## src/rtl/cause_collector.sv

```systemverilog
// Builds the 23-bit interrupt cause vector from internal exceptions, the reset flag and
// synchronised external lines; internal causes and rpt are combinational, external edges take SYNC_STAGES+1 edges.
module cause_collector #(
   parameter int                 N_EXT       = 15,
   parameter int                 SYNC_STAGES = 2,
   parameter logic [N_EXT-1:0]   EDGE_MASK   = 15'h7FFF
) (
   input  logic             clk,
   input  logic             rst,
   input  logic [N_EXT-1:0] ext_irq,
   input  logic             ue,
   input  logic             ill,
   input  logic             misaf,
   input  logic             misals,
   input  logic             pff,
   input  logic             pfls,
   input  logic             sysc,
   input  logic             ovf,
   input  logic             jisr,
   input  logic [22:0]      mca,
   output logic [22:0]      ca,
   output logic             rpt,
   output logic             lost
);

   logic                                rst_flag_q;
   logic [SYNC_STAGES-1:0][N_EXT-1:0]   sync_q, sync_d;
   logic [N_EXT-1:0]                    p_q;
   logic [N_EXT-1:0]                    pend_q, pend_d;
   logic                                lost_q, lost_d;

   logic [N_EXT-1:0]                    s;
   logic [N_EXT-1:0]                    rise;
   logic [N_EXT-1:0]                    clr;
   logic                                unused_mca;

   assign s          = sync_q[SYNC_STAGES-1];
   assign rise       = s & ~p_q & EDGE_MASK;
   assign clr        = {N_EXT{jisr}} & mca[8 +: N_EXT];
   assign unused_mca = ^mca[7:6];

   always_comb begin
      sync_d = {sync_q[SYNC_STAGES-2:0], ext_irq};
      // A new edge wins over a simultaneous service so the event is not dropped.
      pend_d = ((pend_q & ~clr) | rise) & EDGE_MASK;
      lost_d = lost_q | (|(rise & pend_q & ~clr));
   end

   always_ff @(posedge clk) begin
      rst_flag_q <= rst;
      if (rst) begin
         sync_q <= '0;
         p_q    <= '0;
         pend_q <= '0;
         lost_q <= 1'b0;
      end else begin
         sync_q <= sync_d;
         p_q    <= s;
         pend_q <= pend_d;
         lost_q <= lost_d;
      end
   end

   always_comb begin
      ca               = '0;
      ca[0]            = rst | rst_flag_q;
      ca[1]            = ue & ill;
      ca[2]            = ue & misaf;
      ca[3]            = ue & misals;
      ca[4]            = ue & pff;
      ca[5]            = ue & pfls;
      ca[6]            = ue & sysc;
      ca[7]            = ue & ovf;
      ca[8 +: N_EXT]   = (pend_q & EDGE_MASK) | (s & ~EDGE_MASK);
   end

   // Repeat-type only when the highest-priority masked cause is a page fault.
   assign rpt  = jisr & ~(|mca[3:0]) & (mca[4] | mca[5]);
   assign lost = lost_q;

endmodule

```

## config.mk

```make
export PLATFORM = sky130hd
export DESIGN_NAME = cause_collector
export DESIGN_NICKNAME = d
export VERILOG_FILES = /design/src/rtl/cause_collector.sv
export SDC_FILE = /design/constraint.sdc
export NUM_CORES = 1
export LEC_CHECK = 0
export ABC_CLOCK_PERIOD_IN_PS = 1450
export CAP_MARGIN = 20
export CORE_ASPECT_RATIO = 0.5
export CORE_MARGIN = 4
export CORE_UTILIZATION = 40
export DETAILED_ROUTE_END_ITERATION = 6
export MAX_ROUTING_LAYER = met4
export PLACE_DENSITY = 0.73
export SYNTH_ARGS = -nofsm -noshare
export SYNTH_HDL_FRONTEND = slang
export SYNTH_SLANG_ARGS = --single-unit
```

## constraint.sdc

```tcl
create_clock -name clk -period 1.45 [get_ports clk]
set_clock_uncertainty 0.1 [all_clocks]
set_input_delay 0.145 -clock clk [delete_from_list [all_inputs] [get_ports clk]]
set_output_delay 0.145 -clock clk [all_outputs]
set_load 0.01 [all_outputs]
```

Word level (Yosys, flattened, before mapping). Cells that the tools add are included. Widths: inputs -> output; s select.

Register bits: 62. Bits in latches: 0. RAM bits: 0. ROM bits: 0. Input bits: 49. Output and inout port bits: 25. Logic and storage cells: 29. Memories kept: 0.

$add $sub $neg: 0. Multiply operators: 0. Div/mod/pow operators: 0. $lt $le $gt $ge: 0. Equal/unequal tests: 0. Shift-type cells: 0. Mux-type cells: 0. Bitwise gates (word level): 21. Reductions and logical operators: 2.

Operators with widths (count): $and 15x15->15 (5); $not 15->15 (2); $or 15x15->15 (1); $reduce_or 15->1 (1); $and 1x1->1 (9); $reduce_or 4->1 (1); $or 1x1->1 (3); $not 1->1 (1).

Depth between registers and ports, before layout.
Depth in word-level cells: 6. Depth in mapped cells: 6. Depth with buffers taken out: 4.

Worst setup path after synthesis. OpenSTA, ideal clock, no wires.

Path type: register to register. Start point: register pend_q[10]. End point: register lost_q, in the netlist lost. Library setup time: 132 ps. Arrival: 913 ps. Data required time: 1218 ps. Path slack: 305 ps. Stages on the path, launching flop included: 5. Buffers on the path: 0. Clock period less this slack: 1145 ps. Cell sequence: dfxtp_1 -> a21bo_2 -> o22ai_1 -> nor4_1 -> a31oi_1.

Cells in the longest elaborated chain, start to end: 4.

RTL lines: start, declared (line 29) `logic [N_EXT-1:0] pend_q, pend_d;`; start signal, assigned (line 59) `pend_q <= pend_d;`; $and 15x15->15 (2 in series) (line 46) `lost_d = lost_q | (|(rise & pend_q & ~clr));`; $reduce_or 15->1 (line 46); $or 1x1->1 (line 46); end signal, assigned (line 60) `lost_q <= lost_d;`; end, declared (line 30) `logic lost_q, lost_d;`.

No other way between the ends. A chain may end at the register's enable or synchronous reset.

Worst setup path after layout.
Start point: input port jisr. End point: output port rpt.

Cells in the longest elaborated chain, start to end: 2.

RTL lines: start, declared (line 19) `input logic jisr,`; $and 1x1->1 (2 in series) (line 78) `assign rpt = jisr & ~(|mca[3:0]) & (mca[4] | mca[5]);`; end, declared (line 22) `output logic rpt,`.

No other way between the ends.

==> impl_results.md <==
- Vias/cell: 4.32
- RSZ-0062 raised after global routing: yes
- Largest net degree at the start of global routing: 63
- Final Hold Vio Count: 0
- Met3 Use GR: 5.48%
- Met2 Resource Use GR: 19.4%
- Sequential-to-total area share from yosys stat: 60.8%
- Final number of setup-violating endpoints: 0
- CP max stage cell: clkdlybuf4s50_1
- Synth warn: 0
- Clock buffer count from CTS: 9
- Post-synthesis mux area share: 0%
- Hold WS: 257 ps
- Setup WS pre-CTS: -280 ps
- Grt ovf: 0
- First-pass GRT wire length: 6350 um
- Max-slew violations: 0
- Setup_tns: 0 ps
- P&R area growth vs syn: 45.8%
- Met1 GRT Util: 16.3%
- Clk sinks: 62
- Routability cong.: 0.715
- Slew HR: 61.4%
- Crit-path cells: clkdlybuf4s50_1, o211ai_1, nor4_2, clkbuf_2
- # rows: 18
- Worst skew pair latency: 320 ps
- #FFs+latches synth: 62
- HPWL Detailed: 2900 um
- Post-CTS Hold Fix Bufs: 0
- Nets: 309
- Minimum clock period: 1400 ps
- Number of placed I/O pins: 74
- Worst Path Arrival: 1150 ps
- DR DRC count: 0
- Clock transition at path regs: 60 ps
- Largest family of logic cells by synthesized area: simple AND/OR/NAND/NOR gates
- Worst-margin pin slew: 579 ps
- Die height: 58.5 um
- WS Path Type: in2out
- Die ar.: 6380 um2
- DR vias: 1443
- Antenna diodes: 0
- Share of cells above drive strength 1: 12.9%
- DR iter-0 viols: 39
- Synth Area in Compound Gates: 14.5%
- Mean Syn Cell Area: 11.1 um2
- Worst Hold Class: in2reg
- Pre-antenna DRT Iters: 4
- Die width: 109 um
- Post-route ant nets: 0
- Vias in the first global route: 1465
- Core Util, Final: 60.4%
- Post-synth net total: 233
- Final worst slack: 52.2 ps
- Cell count after synthesis: 184
- CP Launch Type: input pin
- P per Cell Area: 1110 nW/um2
- XOR/XNOR Fraction of Synth Area: 0%
- Synth top area cells: dfxtp_1, nor2b_1, a21bo_2
- Yosys top cell by area: dfxtp_1
- Fin crit share: 96.4%
- CP max FO: 2
- Post-synth top area share: 60.8%
- Simple-Gate Fraction of Synth Area: 22.2%
- Average wire per standard cell: 11.8 um
- CTS tree: built
- Status: complete, no violations
- Starting Density: 41.4%
- CP delay by family, top: buffers and inverters
- CP Data Required Time: 1210 ps
- Clock Tree Buf Depth: 2
- H-tree depth: 3
- Lkg Pwr: 0.00136 uW
- Adder-cell area share of the yosys netlist: 0%
- GRT Total Usage: 13.4%
- Syn Std Cell Area: 2040 um2
- Top Usage Layer GRT: met2
- PortBufs: 71
- Initial antenna violation count: 0
- Worst path max stage delay: 500 ps
- Max cap viols: 0
- Root buffer cell: clkbuf_8
- Routed Wire Length: 3930 um
- Worst VDD drop: 569 uV
- Core area: 4930 um2
- Fmax: 0.715 GHz
- Synth unique cells: 19
- CP Capture Type: primary output
- Sum of buffers and inverters on the critical path: 2
[cells in the mapped netlist]
cell type  count
a31oi_1        1
or2_2          1
nor2_1         2
nor2b_1       45
a21bo_1        2
buf_6          2
o22ai_1        5
nor3_1         1
o211ai_1       1
dfxtp_1       62
a21bo_2       13
nand2b_1      14
a21oi_1       15
or2b_2         1
clkbuf_1       7
and2_1         7
inv_1          1
nor4_1         2
o22ai_2        2
[area by class of cell]
cell class                      instances  area [um2]
Clock inverter                          2        10.0
Inverter                                1        3.75
Sequential cell                        62        1240
Fill cell                             428        1950
Tap cell                               70        87.6
Multi-Input combinational cell        112         754
Timing Repair Buffer                   74         742
Clock buffer                           13         139
[repair_timing]
item,in CTS,in global routing
pin swaps,0,2
buffers inserted,0,1
endpoints found under the setup margin,13,14
endpoints found under the hold margin,0,0
gates resized for setup,15,16
[metal layers]
layer	up-vias	wire (um)
li1	754	-
met1	624	1830
met3	6	374
met2	59	1660
met4	0	57
met5	-	0
[placed cells by master (no fill, tap or decap)]
master,instances
dlygate4sd2_1,12
dlymetal6s2s_1,12
buf_4,2
nor4_2,1
and2_1,7
buf_2,1
a21oi_1,15
o22ai_2,2
nor4_1,1
clkinv_2,2
buf_6,1
clkdlybuf4s15_1,1
o211ai_1,1
nor2_1,2
nor2b_1,45
or2_2,1
dfxtp_1,62
a21bo_1,2
a31oi_1,1
nand2b_1,14
o22ai_1,5
nor3_1,1
or2b_2,1
clkbuf_2,1
a21bo_2,13
clkdlybuf4s50_1,44
clkbuf_8,9
inv_1,1
clkbuf_1,4
[registers in the layout, summed over array words and instances, names as in the netlist]
register    count
sync_d         15
lost            1
rst_flag_q      1
p_q            15
s              15
pend_q         15
[final timing paths]
kind,slack (ps),cells after the start,endpoint,from
worst max-delay path,50,4,rpt,jisr
worst min-delay path,260,2,rst_flag_q,rst
worst max register to register,250,4,lost,pend_q[3]
worst min register to register,340,1,s[10],sync_d[25]
[through the flow]
stage,instance area [um2],power [uW],cells
after floorplan,2040,1980,184
after global placement,2800,2180,318
after detailed placement,2800,2190,318
after CTS,2930,3350,333
after global routing,2980,3450,334
final,2980,3290,334
[where the power goes]
group	leakage (uW)	total [uW]	internal [uW]	switching, uW
clock	0.0000773	1160	607	551
combinational	0.000768	336	217	119
sequential	0.000510	1800	1780	22.1
[cells by family after synthesis]
kind of cell / Yosys count
buffers and inverters: 10
DFF: 62
AOI/OAI and AO/OA: 39
and+or+nand+nor: 73
(Power assumes the default switching activity.)
